[src/rtl/lscc_board_pkg.sv]
// rtl/lscc_board_pkg.sv - shared button-input types and prescaler helper
package lscc_board_pkg;

    typedef enum logic [1:0] {
        REL    = 2'd0,
        P_WAIT = 2'd1,
        PRS    = 2'd2,
        R_WAIT = 2'd3
    } btn_state_e;

    function automatic int ms_terminal(input int clk_in_mhz);
        return clk_in_mhz * 1000 - 1;
    endfunction

endpackage

[src/rtl/btn_debounce_cell.sv]
// rtl/btn_debounce_cell.sv - one-button debounce FSM; long-press timer under `BTN_LONGPRESS_EN
module btn_debounce_cell
    import lscc_board_pkg::*;
#(
    parameter int DEBOUNCE_MS   = 10,
    parameter int LONG_PRESS_MS = 1000
) (
    input  logic clk,
    input  logic rst,
    input  logic smp,
    input  logic tick_ms,
    output logic level,
    output logic press_pulse,
    output logic release_pulse,
    output logic long_pulse
);

    localparam int DCW = $clog2(DEBOUNCE_MS + 1);
    localparam logic [DCW-1:0] DCNT_LAST = DCW'(DEBOUNCE_MS - 1);
    localparam logic [DCW-1:0] DCNT_MAX  = DCW'(DEBOUNCE_MS);

    btn_state_e     state_q, state_d;
    logic [DCW-1:0] dcnt_q, dcnt_d;
    logic [DCW-1:0] dcnt_inc;
    logic           dcnt_done;
    logic           press_q, press_d;
    logic           release_q, release_d;

    // Commit lands on the tick that brings dcnt to DEBOUNCE_MS.
    assign dcnt_done = tick_ms && (dcnt_q == DCNT_LAST);
    assign dcnt_inc  = (dcnt_q == DCNT_MAX) ? dcnt_q : dcnt_q + DCW'(1);

    always_comb begin
        state_d   = state_q;
        dcnt_d    = dcnt_q;
        press_d   = 1'b0;
        release_d = 1'b0;
        case (state_q)
            REL: begin
                if (smp) begin
                    state_d = P_WAIT;
                    dcnt_d  = '0;
                end
            end
            P_WAIT: begin
                if (!smp) begin
                    state_d = REL;
                end else if (tick_ms) begin
                    dcnt_d = dcnt_inc;
                    if (dcnt_done) begin
                        state_d = PRS;
                        press_d = 1'b1;
                    end
                end
            end
            PRS: begin
                if (!smp) begin
                    state_d = R_WAIT;
                    dcnt_d  = '0;
                end
            end
            R_WAIT: begin
                if (smp) begin
                    state_d = PRS;
                end else if (tick_ms) begin
                    dcnt_d = dcnt_inc;
                    if (dcnt_done) begin
                        state_d   = REL;
                        release_d = 1'b1;
                    end
                end
            end
            default: state_d = REL;
        endcase
    end

    always_ff @(posedge clk) begin
        if (rst) begin
            state_q   <= REL;
            dcnt_q    <= '0;
            press_q   <= 1'b0;
            release_q <= 1'b0;
        end else begin
            state_q   <= state_d;
            dcnt_q    <= dcnt_d;
            press_q   <= press_d;
            release_q <= release_d;
        end
    end

    assign level         = (state_q == PRS) || (state_q == R_WAIT);
    assign press_pulse   = press_q;
    assign release_pulse = release_q;

`ifdef BTN_LONGPRESS_EN
    localparam int HCW = $clog2(LONG_PRESS_MS + 1);
    localparam logic [HCW-1:0] HOLD_MAX = HCW'(LONG_PRESS_MS);

    logic [HCW-1:0] hold_q;
    logic           long_q;

    // Hold time runs across R_WAIT bounces; it is zero whenever the button is not committed.
    always_ff @(posedge clk) begin
        if (rst) begin
            hold_q <= '0;
            long_q <= 1'b0;
        end else begin
            long_q <= 1'b0;
            if (!level) begin
                hold_q <= '0;
            end else if (tick_ms && (hold_q != HOLD_MAX)) begin
                hold_q <= hold_q + HCW'(1);
                long_q <= (hold_q == HOLD_MAX - HCW'(1));
            end
        end
    end

    assign long_pulse = long_q;
`else
    logic unused_long_cfg;
    assign unused_long_cfg = (LONG_PRESS_MS > DEBOUNCE_MS);
    assign long_pulse      = 1'b0;
`endif

endmodule

[src/rtl/btn_debounce.sv]
// rtl/btn_debounce.sv - button synchroniser, 1 ms prescaler and per-button debounce; `BTN_LONGPRESS_EN adds long-press
module btn_debounce
    import lscc_board_pkg::*;
#(
    parameter int   NUM_BTN       = 4,
    parameter int   CLK_IN_MHZ    = 125,
    parameter logic BTN_POLARITY  = 1'b0,
    parameter int   DEBOUNCE_MS   = 10,
    parameter int   LONG_PRESS_MS = 1000
) (
    input  logic               clk_i,
    input  logic               rst_i,
    input  logic [NUM_BTN-1:0] btn_i,
    output logic [NUM_BTN-1:0] btn_level_o,
    output logic [NUM_BTN-1:0] btn_press_o,
    output logic [NUM_BTN-1:0] btn_release_o,
    output logic [NUM_BTN-1:0] btn_long_o
);

    localparam int TERM = ms_terminal(CLK_IN_MHZ);
    localparam int PW   = (TERM > 0) ? $clog2(TERM + 1) : 1;
    localparam logic [PW-1:0]      PRESC_TERM = PW'(TERM);
    localparam logic [NUM_BTN-1:0] RELEASED   = {NUM_BTN{~BTN_POLARITY}};

    logic [NUM_BTN-1:0] sync1_q, sync2_q;
    logic [NUM_BTN-1:0] smp;
    logic [PW-1:0]      presc_q;
    logic               tick_ms;

    // Sync flops reset to the released pin level so reset never looks like an edge.
    always_ff @(posedge clk_i) begin
        if (rst_i) begin
            sync1_q <= RELEASED;
            sync2_q <= RELEASED;
        end else begin
            sync1_q <= btn_i;
            sync2_q <= sync1_q;
        end
    end

    assign smp = sync2_q ^ RELEASED;

    always_ff @(posedge clk_i) begin
        if (rst_i) begin
            presc_q <= '0;
        end else if (tick_ms) begin
            presc_q <= '0;
        end else begin
            presc_q <= presc_q + PW'(1);
        end
    end

    assign tick_ms = (presc_q == PRESC_TERM);

    for (genvar i = 0; i < NUM_BTN; i++) begin : g_btn
        btn_debounce_cell #(
            .DEBOUNCE_MS   (DEBOUNCE_MS),
            .LONG_PRESS_MS (LONG_PRESS_MS)
        ) u_cell (
            .clk           (clk_i),
            .rst           (rst_i),
            .smp           (smp[i]),
            .tick_ms       (tick_ms),
            .level         (btn_level_o[i]),
            .press_pulse   (btn_press_o[i]),
            .release_pulse (btn_release_o[i]),
            .long_pulse    (btn_long_o[i])
        );
    end

endmodule
[config.mk]
export PLATFORM = sky130hd
export DESIGN_NAME = btn_debounce
export DESIGN_NICKNAME = d
export VERILOG_FILES = /design/src/rtl/lscc_board_pkg.sv /design/src/rtl/btn_debounce_cell.sv /design/src/rtl/btn_debounce.sv
export SDC_FILE = /design/constraint.sdc
export NUM_CORES = 1
export LEC_CHECK = 0
export BUFFER_PORTS_ARGS = -buffer_cell sky130_fd_sc_hd__buf_2
export CAP_MARGIN = 25
export CORE_MARGIN = 2
export CORE_UTILIZATION = 40
export DETAILED_ROUTE_END_ITERATION = 10
export PLACE_DENSITY = 0.66
export SLEW_MARGIN = 20
export SYNTH_ARGS = -nofsm -noshare
export SYNTH_HDL_FRONTEND = slang
export SYNTH_SLANG_ARGS = --single-unit
[constraint.sdc]
create_clock -name clk_i -period 1.7 [get_ports clk_i]
set_input_delay 0.085 -clock clk_i [delete_from_list [all_inputs] [get_ports clk_i]]
set_output_delay 0.085 -clock clk_i [all_outputs]
set_load 0.03 [all_outputs]
==> results.py <==
metrics = {
    "outcome": {
        "status": "finished with violations",
        "violations": "negative setup slack",
    },
    "cells_and_area": {
        "layout-drive-gt1-share": 0.3416,
        "design_area_um2": 3865,
        "fin_util": 0.5416,
        "fin_nets": 416,
        "area_growth_syn_to_layout_pct": 32.86,
        "antenna_cells": 0,
        "layout_commonest_cell": "buf_4",
        "layout_common_cells": "buf_4 (57), dfxtp_1 (51), nand2_1 (24)",
        "final_cells": 500,
        "fillerInstances": 657,
    },
    "job": {
        "drv_cap": 0,
    },
    "sta": {
        "slew_headroom": 0.6602,
        "tightest_slew_ns": 0.5080,
        "setup_viol": 9,
        "achievable-frequency_mhz": 562.3,
        "min_period_ns": 1.778,
        "worst_slack_ns": -0.07826,
        "clock_skew_ns": 0.008502,
        "hold_viol": 0,
        "rsz0062_at_grt": "yes",
        "slew_violations": 0,
        "finalCritPeriodShare": 1.046,
    },
    "place": {
        "place_inst": 470,
        "place.gp.congestion": 0.7797,
        "place_ws_ns": -0.1080,
        "place_area_um2": 3342,
        "hpwl_um": 4779,
        "io_buffers": 17,
    },
    "synth": {
        "ys_warn_count": 0,
        "synthCells": 329,
        "muxShareOfSynthArea": 0,
        "synthFlopType": "dfxtp_1",
        "synthXorXnorAreaFrac": 0.05419,
        "synthAdderAreaFrac": 0.05591,
        "syn_area_per_cell_um2": 8.842,
        "synth_simple_gate_area_frac": 0.2770,
        "yosysSeqAreaShare": 0.3923,
        "async_reset_ff_frac": 0,
        "synth_top_family_by_area": "simple AND/OR/NAND/NOR gates",
        "synthesis.area_um2": 2909,
        "synth_compound_area_frac": 0.1295,
        "synth_cell_type_count": 55,
        "synth_enable_flop_cells": 0,
        "ys_ff_latch": 57,
    },
    "routing": {
        "wl_per_cell_um": 14.01,
        "wl_um": 7007,
        "drcViolationCount": 0,
        "dr.pass1.iters": 6,
        "vias": 2609,
        "drt_iter0_drc": 96,
        "ant_nets": 0,
        "routed_via_density": 5.218,
    },
    "global_routing": {
        "track_usage": 0.1854,
        "grt_pass1_wl_um": 11390,
        "antenna_found_initial": 0,
        "grt_pass1_vias": 2516,
        "grt_overflow_total": 0,
        "grt_max_degree": 17,
    },
    "pwr": {
        "fin_total_pwr_uw": 2990,
        "ir_drop_mv": 0.5590,
        "leakagePower_uw": 0.001445,
        "pwr_density_cell_nw_per_um2": 773.6,
    },
    "clocking": {
        "htreeDepth": 3,
        "clkSlewWorstSetupHoldPaths_ns": 0.07,
        "clock_sinks": 57,
        "cts-root-buf": "clkbuf_8",
        "cts_tree": "built",
        "cts_buffers": 9,
        "clock_path_buffers": 2,
        "clkLatencyLatePin_ns": 0.34,
    },
    "setup_path": {
        "worstPathMaxFanout": 10,
        "cp.required_ns": 1.97,
        "cp.arrival_ns": 2.04,
        "start_kind": "flop",
        "worstSetupPathType": "flop to flop",
        "cp-end-kind": "flop",
    },
    "floorplan": {
        "core_um2": 7137,
        "initial_core_util": 0.4076,
        "fp.dieH_um": 89.28,
        "num_io_pins": 22,
        "dieArea_um2": 7971,
        "die_w_um": 89.28,
        "std_cell_rows": 31,
    },
    "min_path": {
        "hp-class": "input pin to flop",
    },
}
==> path summary, 6_finish.rpt <==
check	slack (ns)	from	to	cells after the start
max	-0.08	presc_q[9]	flop	5
min	0.16	rst_i	g_btn[1].u_cell.dcnt_q[0]	3
max reg2reg	-0.08	presc_q[9]	flop	5
min reg2reg	0.41	sync1_q[0]	sync2_q[0]	1
==> area by class of cell <==
class | count | area, um2 | share of cell area
sequential | 57 | 1151 | 0.2978
clock inverter | 6 | 107.6 | 0.02784
inverter | 16 | 60.06 | 0.01554
multi-input combinational | 228 | 1667 | 0.4312
clock buffer | 9 | 123.9 | 0.03205
timing repair buffer | 85 | 631.9 | 0.1635
tap | 99 | 123.9 | 0.03205
==> registers in the layout, summed over array words and instances, names as in the netlist, named ones only <==
register and count:
presc_q 17, g_btn.u_cell.dcnt_q 16, g_btn.u_cell.press_pulse 4, g_btn.u_cell.release_pulse 4
g_btn.u_cell.state_q 4, sync1_q 4, sync2_q 4
==> metal layers <==
layer	vias up	wire (um)	GRT usage
met5	-	0	0
met4	0	78	0.04885
met3	10	283	0.07018
met2	45	3438	0.3219
met1	1241	3207	0.2144
li1	1313	-	-
==> through the flow <==
step                hold WS, ns  setup TNS (ns)
global placement         0.2688         -0.1073
floorplan                0.1888         -0.7172
global route             0.1782          -1.913
finish                   0.1593         -0.3058
CTS                      0.1450         -0.1028
detailed placement       0.2749          -1.154
==> repair_timing <==
item                                    in CTS  in global routing
gates resized for setup                     18                 22
gates cloned                                 1                  1
hold buffers                                 4                  0
pin swaps                                   12                  7
endpoints found under the setup margin      33                 44
buffers inserted                             7                  2
endpoints found under the hold margin        4                  0
==> synthesized netlist by cell type, drive strengths merged, types with 3 or more instances <==
cell type | n | area [um2]
xor2 | 9 | 78.83
nand2 | 24 | 90.09
nor3 | 16 | 80.08
or2 | 8 | 50.05
a31o | 5 | 43.79
nor4 | 8 | 71.32
or4 | 10 | 78.82
buf | 23 | 170.2
xnor2 | 9 | 78.83
nand3 | 19 | 100.1
nor3b | 4 | 30.03
inv | 16 | 60.06
dfxtp | 57 | 1141
nor2 | 18 | 67.56
nand4 | 13 | 81.33
o311ai | 3 | 26.28
o31ai | 6 | 45.04
a31oi | 8 | 50.05
and3 | 7 | 43.79
nor2b | 4 | 25.02
clkbuf | 8 | 31.28
ha | 13 | 162.7
a21oi | 11 | 55.05
==> cell families (layout without fill, tap and decap cells) <==
group / Yosys count / after routing
compound gates: 52 / 52
simple gates: 141 / 141
buf+inv: 47 / 116
fa+ha+maj: 13 / 13
xor+xnor: 18 / 18
flops: 57 / 57
other cells: 1 / 4
==> power breakdown <==
group          switching (uW)  leakage [uW]  internal [uW]
Sequential               17.5      0.000465           1350
Clock                     542      0.000115            959
Combinational            67.2      0.000865           52.0
==> worst max-delay path, cell delays in order, from the launching register on <==
cell     delay (ns)
dfxtp_1        0.35
nor4_4         0.33
nand4_1        0.16
buf_6          0.17
or4_1          0.52
a21oi_1        0.18
Note: power is estimated with default switching activity, not from simulation.
